$ cat src/rtl/mem_march_tester_pkg.sv
// Shared types and March C- element table for the memory self-test engine.
// Pure declarations; no logic, no latency, no flow control.
package mem_march_tester_pkg;

    typedef enum logic {
        MARCH_ADDR_PAT = 1'b0,
        MARCH_CMINUS   = 1'b1
    } MarchMode_t;

    typedef enum logic [1:0] {
        IDLE,
        ISSUE,
        BUBBLE,
        DONE
    } MarchState_t;

    localparam logic [2:0] LAST_ELEM_ADDR_PAT = 3'd1;
    localparam logic [2:0] LAST_ELEM_CMINUS   = 3'd5;

    // Bit e of each mask describes March element M<e>; op1 is always a write.
    localparam logic [7:0] ELEM_TWO_OPS = 8'b0001_1110;
    localparam logic [7:0] ELEM_DESC    = 8'b0001_1000;
    localparam logic [7:0] ELEM_OP0_WE  = 8'b0000_0001;
    localparam logic [7:0] ELEM_OP0_POL = 8'b0001_0100;
    localparam logic [7:0] ELEM_OP1_POL = 8'b0000_1010;

endpackage

$ cat src/rtl/mem_march_tester_march_seq.sv
// Decodes (element, op) into the operation type, data polarity, direction and end flags.
// Purely combinational, zero latency; no flow control of its own.
module mem_march_tester_march_seq
    import mem_march_tester_pkg::*;
(
    input  MarchMode_t mode,
    input  logic [2:0] elem,
    input  logic       op,
    output logic       we,
    output logic       pol,
    output logic       desc,
    output logic       last_op,
    output logic       last_elem
);

    always_comb begin
        we        = 1'b0;
        pol       = 1'b0;
        desc      = 1'b0;
        last_op   = 1'b1;
        last_elem = 1'b0;
        if (mode == MARCH_ADDR_PAT) begin
            // element 0 writes the address pattern, element 1 reads it back
            we        = (elem == 3'd0);
            last_elem = (elem == LAST_ELEM_ADDR_PAT);
        end else begin
            desc      = ELEM_DESC[elem];
            last_op   = op || !ELEM_TWO_OPS[elem];
            last_elem = (elem == LAST_ELEM_CMINUS);
            we        = op || ELEM_OP0_WE[elem];
            pol       = op ? ELEM_OP1_POL[elem] : ELEM_OP0_POL[elem];
        end
    end

endmodule

$ cat src/rtl/mem_march_tester.sv
// Memory self-test: address-pattern or March C- over a window; optional first-fail log (MEM_MARCH_TESTER_FAIL_LOG_EN).
// Latency: 2 cycles per op at zero wait, +1 per memory wait state; done one cycle after the last ack.
// Backpressure: holds mem_req and its command until mem_ack; start ignored while busy.
module mem_march_tester
    import mem_march_tester_pkg::*;
#(
    parameter int ADDR_WIDTH = 20,
    parameter int DATA_WIDTH = 32,
    parameter int ERR_WIDTH  = 16
) (
    input  logic                  clk,
    input  logic                  rst,
    input  logic                  start,
    input  logic                  mode,
    input  logic [ADDR_WIDTH-1:0] base_addr,
    input  logic [ADDR_WIDTH:0]   word_count,
    output logic                  busy,
    output logic                  done,
    output logic                  pass,
    output logic [ERR_WIDTH-1:0]  err_count,
    output logic                  mem_req,
    output logic                  mem_we,
    output logic [ADDR_WIDTH-1:0] mem_addr,
    output logic [DATA_WIDTH-1:0] mem_wdata,
    input  logic                  mem_ack,
    input  logic [DATA_WIDTH-1:0] mem_rdata,
    output logic                  fail_valid,
    output logic [ADDR_WIDTH-1:0] fail_addr,
    output logic [DATA_WIDTH-1:0] fail_expected,
    output logic [DATA_WIDTH-1:0] fail_actual
);

    localparam logic [ADDR_WIDTH:0] CNT_ONE = (ADDR_WIDTH+1)'(1);

    MarchState_t           state, state_nxt;
    MarchMode_t            mode_q;
    logic [ADDR_WIDTH-1:0] base_q;
    logic [ADDR_WIDTH:0]   count_q, idx, offset;
    logic [2:0]            elem;
    logic                  op;
    logic                  any_err;
    logic                  seq_we, seq_pol, seq_desc, seq_last_op, seq_last_elem;
    logic [DATA_WIDTH-1:0] exp_data;
    logic                  acked, mismatch, final_op;

    mem_march_tester_march_seq u_seq (
        .mode      (mode_q),
        .elem      (elem),
        .op        (op),
        .we        (seq_we),
        .pol       (seq_pol),
        .desc      (seq_desc),
        .last_op   (seq_last_op),
        .last_elem (seq_last_elem)
    );

    always_comb begin
        offset   = seq_desc ? (count_q - CNT_ONE - idx) : idx;
        exp_data = (mode_q == MARCH_CMINUS) ? {DATA_WIDTH{seq_pol}} : DATA_WIDTH'(offset);
        acked    = (state == ISSUE) && mem_ack;
        mismatch = acked && !seq_we && (mem_rdata != exp_data);
        final_op = seq_last_op && seq_last_elem && (idx == count_q - CNT_ONE);
    end

    // The DONE cycle doubles as the bubble after the final ack.
    always_comb begin
        state_nxt = state;
        mem_req   = 1'b0;
        mem_we    = 1'b0;
        mem_wdata = '0;
        mem_addr  = base_q + ADDR_WIDTH'(offset);
        busy      = 1'b0;
        done      = 1'b0;
        case (state)
            IDLE: begin
                if (start) state_nxt = (word_count == '0) ? DONE : ISSUE;
            end
            ISSUE: begin
                busy      = 1'b1;
                mem_req   = 1'b1;
                mem_we    = seq_we;
                mem_wdata = seq_we ? exp_data : '0;
                if (mem_ack) state_nxt = final_op ? DONE : BUBBLE;
            end
            BUBBLE: begin
                busy      = 1'b1;
                state_nxt = ISSUE;
            end
            DONE: begin
                done      = 1'b1;
                state_nxt = IDLE;
            end
            default: state_nxt = IDLE;
        endcase
    end

    always_ff @(posedge clk) begin
        if (rst) begin
            state     <= IDLE;
            mode_q    <= MARCH_ADDR_PAT;
            base_q    <= '0;
            count_q   <= '0;
            idx       <= '0;
            elem      <= '0;
            op        <= 1'b0;
            any_err   <= 1'b0;
            err_count <= '0;
            pass      <= 1'b0;
        end else begin
            state <= state_nxt;
            case (state)
                IDLE: if (start) begin
                    mode_q    <= MarchMode_t'(mode);
                    base_q    <= base_addr;
                    count_q   <= word_count;
                    idx       <= '0;
                    elem      <= '0;
                    op        <= 1'b0;
                    any_err   <= 1'b0;
                    err_count <= '0;
                    pass      <= (word_count == '0);
                end
                ISSUE: if (mem_ack) begin
                    if (mismatch) begin
                        any_err <= 1'b1;
                        if (err_count != {ERR_WIDTH{1'b1}}) err_count <= err_count + ERR_WIDTH'(1);
                    end
                    if (final_op) pass <= !(any_err || mismatch);
                end
                BUBBLE: begin
                    if (!seq_last_op) begin
                        op <= 1'b1;
                    end else begin
                        op <= 1'b0;
                        if (idx == count_q - CNT_ONE) begin
                            idx  <= '0;
                            elem <= elem + 3'd1;
                        end else begin
                            idx <= idx + CNT_ONE;
                        end
                    end
                end
                default: ;
            endcase
        end
    end

`ifdef MEM_MARCH_TESTER_FAIL_LOG_EN
    logic                  fail_v_q;
    logic [ADDR_WIDTH-1:0] fail_addr_q;
    logic [DATA_WIDTH-1:0] fail_exp_q, fail_act_q;

    always_ff @(posedge clk) begin
        if (rst || (state == IDLE && start)) begin
            fail_v_q    <= 1'b0;
            fail_addr_q <= '0;
            fail_exp_q  <= '0;
            fail_act_q  <= '0;
        end else if (mismatch && !fail_v_q) begin
            fail_v_q    <= 1'b1;
            fail_addr_q <= mem_addr;
            fail_exp_q  <= exp_data;
            fail_act_q  <= mem_rdata;
        end
    end

    assign fail_valid    = fail_v_q;
    assign fail_addr     = fail_addr_q;
    assign fail_expected = fail_exp_q;
    assign fail_actual   = fail_act_q;
`else
    assign fail_valid    = 1'b0;
    assign fail_addr     = '0;
    assign fail_expected = '0;
    assign fail_actual   = '0;
`endif

endmodule
$ cat config.mk
export PLATFORM = sky130hd
export DESIGN_NAME = mem_march_tester
export DESIGN_NICKNAME = d
export VERILOG_FILES = /design/src/rtl/mem_march_tester_pkg.sv /design/src/rtl/mem_march_tester_march_seq.sv /design/src/rtl/mem_march_tester.sv
export SDC_FILE = /design/constraint.sdc
export NUM_CORES = 1
export LEC_CHECK = 0
export BUFFER_PORTS_ARGS = -buffer_cell sky130_fd_sc_hd__buf_4
export CAP_MARGIN = 20
export CORE_UTILIZATION = 58
export DETAILED_ROUTE_END_ITERATION = 6
export GPL_ROUTABILITY_DRIVEN = 0
export HOLD_SLACK_MARGIN = 0.06
export PLACE_DENSITY = 0.88
export SYNTH_ARGS = -nofsm -noshare
export SYNTH_HDL_FRONTEND = slang
export SYNTH_HIERARCHICAL = 1
export SYNTH_SLANG_ARGS = --single-unit
$ cat constraint.sdc
create_clock -name clk -period 17.2 [get_ports clk]
set_input_delay 3.44 -clock clk [delete_from_list [all_inputs] [get_ports clk]]
set_output_delay 3.44 -clock clk [all_outputs]
set_load 0.1 [all_outputs]
==> key figures, run 1 <==
Routing
  – DR WL/cell: 16.9 um
  – Iter 0 DRT Violations: 960
  – Router iterations before antenna repair: 7
  – Vias per Instance: about 6
  – Detailed Route WL: between 20000 and 25000 um
  – DRT antenna net count: 0
  – DRC viols: 8
  – Vias: about 8700

Power and ir drop
  – Final Power: approximately 1.4 mW
  – Reported leakage power: 4.04 nW
  – Peak VDD IR: ~0.00015 V
  – Pwr dens: 149 nW/um^2

Floorplanning
  – Die ar.: ~15000 sq um
  – Ports: 236
  – # rows: 43
  – Die height: between 100 and 150 um
  – Die Wd: about 120 um
  – Initial core utilization: 0.598
  – Core area: approximately 14000 sq um

Worst setup path
  – CP required: 13.76 ns
  – CP max FO: between 60 and 70
  – Max incr delay on CP: a little over 0.7 ns
  – Crit Path Class: reg -> out
  – Worst-path cell with the longest stage delay: a2111oi_0
  – Setup crit start kind: flop
  – Endpoint class of the critical path: primary output
  – CP Cell Sequence: or3b_1 -> a21oi_4 -> buf_4 -> clkinv_1 -> nor4_1 -> a221oi_1 -> o21ai_0 -> ha_1 -> nand2_1 -> o21ai_0 -> a41oi_1 -> a2111oi_0 -> nor2_1 -> a211oi_1 -> a21o_1 -> a21oi_1 -> xnor2_1 -> buf_4
  – Critical Path AT: between 6 and 7 ns
  – Worst R2R Setup Slack: 11.39 ns

Timing
  – Worst slew pin tran: slightly above 1 ns
  – Max-slew headroom at the worst pin: 0.322
  – Period minus WS final: 9.59 ns
  – Final worst slack: between 7 and 8 ns
  – Final Max Slew Viols: 0
  – Fmax achieved: ~100 MHz
  – Final Hold Fails: 0
  – Hold Slack: about 0.46 ns
  – Setup TNS: 0 ns
  – RSZ-0062 raised after global routing: no
  – Final period utilization: 0.557
  – Final setup viols: 0
  – Clock Skews: about 0.0099 ns

Synth
  – Post-synth cell types: 73
  – Synth Register Bits: between 80 and 90
  – Area fraction of the dominant cell type after synthesis: 0.209
  – Syn avg cell area: between 7 and 8 sq um
  – Complex-gate fraction of the synthesized area: 0.192
  – Main synth FF type: dfxtp_1
  – Post-Synth Adder-Cell Area: 0.0769
  – Post-Synthesis Cell Area: ~8300 sq um
  – Synth Area in XOR/XNOR: 0.103
  – Post-synthesis cell count: 1160
  – Post-synthesis sequential area ratio: 0.209
  – Async S/R FF share, synth: 0
  – Post-synth EDFFs: 0
  – Yosys top cell by area: dfxtp_1
  – Synth Area in Simple Gates: 0.278
  – Synth Warn #: 6
  – Post-synthesis mux area share: 0.0123
  – Largest family of logic cells by synthesized area: simple AND/OR/NAND/NOR gates
  – Synth area leaders: dfxtp_1, buf_4, nand2_1, ha_1, xnor2_1

Global routing
  – Vias in the first global route: roughly 7500
  – Largest net degree at the start of global routing: a little over 70
  – Initial antenna violation count: 0
  – Met1 global-route usage: 0.419
  – Grt total ovfl: 0
  – First-pass GRT wire length: 38100 um
  – Global route hottest layer: met2
  – GRT Total Usage: 0.327
  – Global Route met3 Usage: 0.0688
  – Met2 usage: 0.525

CTS
  – Clock Tree Root: clkbuf_16
  – TritonCTS clock tree: done
  – Clock Sink Count: between 80 and 90
  – Post-cts sizing count: 0
  – CTS Buf Count: 9
  – Clock Latency Late Sink: around 0.36 ns
  – Clock Pin Slew Worst Setup and Hold Paths: approximately 0.07 ns
  – H-tree depth: 3
  – Post-CTS Hold Buffers: 0
  – CTS Buffer Depth: 2
  – Post-CTS setup buffer count: 0

Final layout
  – Most frequent cells in the layout: nand2_1, buf_4, nor2_1
  – Fill cells: about 1200
  – Fin nets: ~1400
  – Post-route core utilization: 0.679
  – Multi-input logic area: approximately 6000 sq um
  – Sequential cell area: between 1500 and 2000 sq um
  – Commonest non-fill, non-tap cell in the layout: nand2_1
  – Layout cells sized above 1: 0.146
  – Area growth, synth to finish: 13.4%
  – ANT cells: 0

Outcome
  – Outcome: finished, violations left
  – Failing checks: DRC

Placement
  – Port bufs: 150
  – DPL Wire Length: 19000 um
  – Post-Place Setup Slack: 8.28 ns

Job
  – Max Cap Viol: 0

Worst hold path
  – Hold Path Class: reg -> reg
==> layout make-up <==
| type | instances | share of cell area |
|---|---|---|
| Clock inverter | 5 | 0.00675 |
| Tap cell | 180 | 0.0238 |
| Sequential cell | 87 | 0.184 |
| Timing Repair Buffer | 155 | 0.123 |
| Multi-Input combinational cell | 968 | 0.619 |
| Inverter | 44 | 0.0175 |
| Clock buffer | 11 | 0.0257 |
==> critical path: cells and delay by family, from the launching register on <==
| kind | cells | cell delay, ns |
|---|---|---|
| xor gates and xnor gates | 1 | 0.13 |
| buffers and inverters | 3 | 1.42 |
| adders and majority gates | 1 | 0.25 |
| AOI/OAI and AO/OA | 9 | 2.56 |
| and+or+nand+nor | 4 | 0.96 |
| DFF | 1 | 0.45 |
==> sequential cells by signal (all words and copies together), names as in the netlist <==
register	flops
state	2
base_q	20
pass	1
op	1
count_q	21
idx	21
elem	3
err_count	16
mode_q	1
any_err	1
==> where the power goes <==
| group | internal [mW] | switching, mW | leakage (nW) |
|---|---|---|---|
| sequential | 0.223 | 0.0228 | 0.708 |
| clock | 0.118 | 0.0898 | 0.147 |
| combinational | 0.290 | 0.668 | 3.19 |
| total | 0.631 | 0.781 | 4.04 |
==> logic make-up after synthesis <==
group	count (synthesis)
buf+inv	189
simple gates	483
fa+ha+maj	50
other cells	1
mux	10
compound gates	244
xor+xnor	96
flops	87
==> through the flow <==
step	cell area, sq um	std cells
after floorplan	8650	1244
after global placement	9150	1434
after detailed placement	9150	1434
after CTS	9460	1450
after global routing	9460	1450
final	9460	1450
==> path summary, 6_finish.rpt <==
kind,cells after the start,start,to
setup reg to reg,15,elem[2],pass
hold / removal,2,base_q[17],base_q[17]
hold reg to reg,2,base_q[17],base_q[17]
setup / recovery,18,elem[2],mem_addr[19]
==> synth_stat cells (4+ instances only) <==
| cell | n |
|---|---|
| a211oi_1 | 11 |
| a21boi_0 | 6 |
| a21o_1 | 9 |
| a21oi_1 | 92 |
| a221oi_1 | 4 |
| a31oi_1 | 9 |
| and2_1 | 6 |
| and3_1 | 12 |
| and4_1 | 6 |
| buf_2 | 4 |
| buf_4 | 95 |
| clkbuf_1 | 43 |
| dfxtp_1 | 87 |
| ha_1 | 48 |
| inv_1 | 43 |
| mux2i_1 | 8 |
| nand2_1 | 165 |
| nand2b_1 | 20 |
| nand3_1 | 33 |
| nand3b_1 | 8 |
| nand4_1 | 20 |
| nor2_1 | 102 |
| nor2b_1 | 15 |
| nor3_1 | 48 |
| nor3b_1 | 5 |
| nor4_1 | 20 |
| o2111ai_1 | 4 |
| o211ai_1 | 4 |
| o21a_1 | 12 |
| o21ai_0 | 32 |
| o21bai_1 | 5 |
| o22ai_1 | 4 |
| o2bb2ai_1 | 5 |
| o31ai_1 | 4 |
| o41ai_1 | 5 |
| or3_1 | 9 |
| xnor2_1 | 64 |
| xor2_1 | 31 |
==> routing by layer <==
metal  vias to the layer above  routed length [um]
met5                         -                   0
li1                       4118                   -
met1                      3968                9760
met3                        92                2570
met2                       494               11100
met4                         0                1060
Power figures use the tool's default switching activity.
==> inputs of run 2 (changes only) <==
Settings changed: CORE_UTILIZATION 58 to 54, PLACE_DENSITY 0.88 to 0.82.
Clock period 17.2 ns to 9.8 ns, I/O delays scaled along.
==> run 2 against run 1 <==
Compared with the run above:
- critical endpoint unchanged
- count of clock-buffer cells in the layout is 1 higher
- the run now ends clean
- via count down 1.0%
- cell area hardly changed
- register-to-register slack worse by 7.2 ns
- largest cell class unchanged
- die area increased by 7.3%
- critical path type unchanged
- clock skew hardly changed
==> key figures, run 2 (synthesis results as in run 1) <==
Final layout
  – Post-route core utilization: 0.624 (-0.0541)
  – Layout cells sized above 1: 0.145 (-0.000787)
  – ANT cells: 0 (unchanged)
  – Biggest regs: count_q x21, idx x21, base_q x20
  – Area growth, synth to finish: 13.5% (about the same)
  – Commonest non-fill, non-tap cell in the layout: nand2_1
  – Most frequent cells in the layout: nand2_1, buf_4, nor2_1
  – Fin nets: 1393 (unchanged)
  – Non-filler instance count after layout: 1458 (+0.55%)

Timing
  – Worst slew pin tran: 0.986 ns (-0.0263 ns)
  – Setup TNS: 0 ns (unchanged)
  – Final period utilization: 0.812
  – Fmax achieved: roughly 130 MHz
  – RSZ-0062 raised after global routing: no
  – Max-slew headroom at the worst pin: 0.340 (+0.0176)
  – Final Hold Fails: 0 (unchanged)
  – Final worst slack: 1.85 ns (-5.77 ns)
  – Final setup viols: 0 (unchanged)
  – Period minus WS final: around 8.0 ns
  – Final Max Slew Viols: 0 (unchanged)
  – Clock Skews: 0.0101 ns (+0.000190 ns)

CTS
  – Clock Pin Slew Worst Setup and Hold Paths: 0.07 ns (about the same)
  – Clock Tree Root: clkbuf_16
  – Post-cts sizing count: 0 (unchanged)
  – CTS Buf Count: 9 (unchanged)
  – TritonCTS clock tree: done
  – CTS Buffer Depth: 2 (unchanged)
  – Clock Latency Late Sink: 0.36 ns (about the same)
  – Post-CTS Hold Buffers: 0 (unchanged)
  – Post-CTS setup buffer count: 0 (unchanged)
  – H-tree depth: 3 (unchanged)
  – Clock Sink Count: 87 (unchanged)

Power and ir drop
  – Final Power: 2.47 mW (+75%)
  – Peak VDD IR: 0.000261 V (+70%)
  – Pwr dens: 261 nW/um^2 (+75%)
  – Reported leakage power: 4.04 nW (about the same)

Routing
  – Detailed Route WL: 24400 um (-0.41%)
  – Vias per Instance: 5.89 (-1.6%)
  – Router iterations before antenna repair: 6 (-1)
  – Vias: 8581 (-1.0%)
  – DR WL/cell: 16.7 um (-0.96%)
  – DRC viols: 0 (-8)
  – DRT antenna net count: 0 (unchanged)
  – Iter 0 DRT Violations: 847 (-12%)

Floorplanning
  – Die height: 126 um (+3.6%)
  – Initial core utilization: 0.550 (-0.0478)
  – Die ar.: 15900 sq um (+7.3%)
  – Ports: 236 (unchanged)
  – Core area: 15100 sq um (+8.7%)
  – Die Wd: 126 um (+3.6%)
  – # rows: 45 (+4.7%)

Placement
  – Post-Place Setup Slack: 2.37 ns (-5.91 ns)
  – Cells after DPL: 1442 (+0.56%)
  – DPL Wire Length: 19200 um (+1.1%)
  – Port bufs: 150 (unchanged)

Global routing
  – GRT Total Usage: 0.302 (-0.0244)
  – Initial antenna violation count: 0 (unchanged)
  – Vias in the first global route: 7577 (+0.45%)
  – First-pass GRT wire length: 38300 um (+0.40%)
  – Grt total ovfl: 0 (unchanged)
  – Largest net degree at the start of global routing: 71 (unchanged)

Worst setup path
  – CP required: 7.84 ns (-5.92 ns)
  – Endpoint class of the critical path: primary output
  – Crit Path Class: reg -> out
  – Worst reg2reg path depth: 19 (+4)
  – Critical Path AT: 5.99 ns (-0.16 ns)
  – Setup crit start kind: flop
  – CP max FO: 62 (unchanged)

Outcome
  – Outcome: finished, final reports clean

Job
  – Max Cap Viol: 0 (unchanged)

Worst hold path
  – WHS Path Cells: 2 (unchanged)
  – Hold Path Class: reg -> reg
-- run 2: cell types whose count changed in the layout (fill, tap and decap cells not counted), sizes merged --
cell,change
clkbuf,+1
clkinvlp,-1
-- run 2: path summary, 6_finish.rpt --
check / startpoint / to / slack (ns)
setup / recovery: elem[2] / mem_addr[19] / 1.85
hold / removal: base_q[9] / base_q[9] / 0.47
hold reg to reg: base_q[9] / base_q[9] / 0.47
setup reg to reg: count_q[2] / pass / 4.18
-- run 2: area by class of cell --
type,instances,area (sq um)
Clock buffer,12,246
Clock inverter,4,52.6
Fill cell,1423,5690
Inverter,44,165
Multi-Input combinational cell,968,5850
Sequential cell,87,1740
Tap cell,188,235
Timing Repair Buffer,155,1160
-- run 2: routing by layer --
| metal | GRT usage | wire, um | vias up |
|---|---|---|---|
| met4 | 0.164 | 990 | 0 |
| met2 | 0.486 | 11300 | 467 |
| li1 | - | - | 4110 |
| met5 | 0 | 0 | - |
| met3 | 0.0624 | 2120 | 75 |
| met1 | 0.379 | 9950 | 3929 |
-- run 2: power breakdown --
part / switching (mW) / internal, mW
combinational: 1.17 / 0.510
sequential: 0.0395 / 0.392
clock: 0.154 / 0.206
-- run 2: metrics by stage --
stage / hold WS, ns / instance area (sq um)
final: 0.465 / 9460
after detailed placement: 0.456 / 9160
after global placement: 0.449 / 9160
after floorplan: 0.441 / 8650
after CTS: 0.465 / 9460
after global routing: 0.490 / 9460
-- run 2: critical path, cell delays in order (launching register included) --
cell and delay, ns:
dfxtp_1 0.46, or3b_1 0.42, a21oi_4 0.15, buf_4 0.48, clkinv_1 0.63, nor4_1 0.34
a221oi_1 0.13, o21ai_0 0.23, ha_1 0.26, nand2_1 0.06, o21ai_0 0.35, a41oi_1 0.28
a2111oi_0 0.64, nor2_1 0.12, a211oi_1 0.36, a21o_1 0.18, a21oi_1 0.07, xnor2_1 0.14
buf_4 0.31
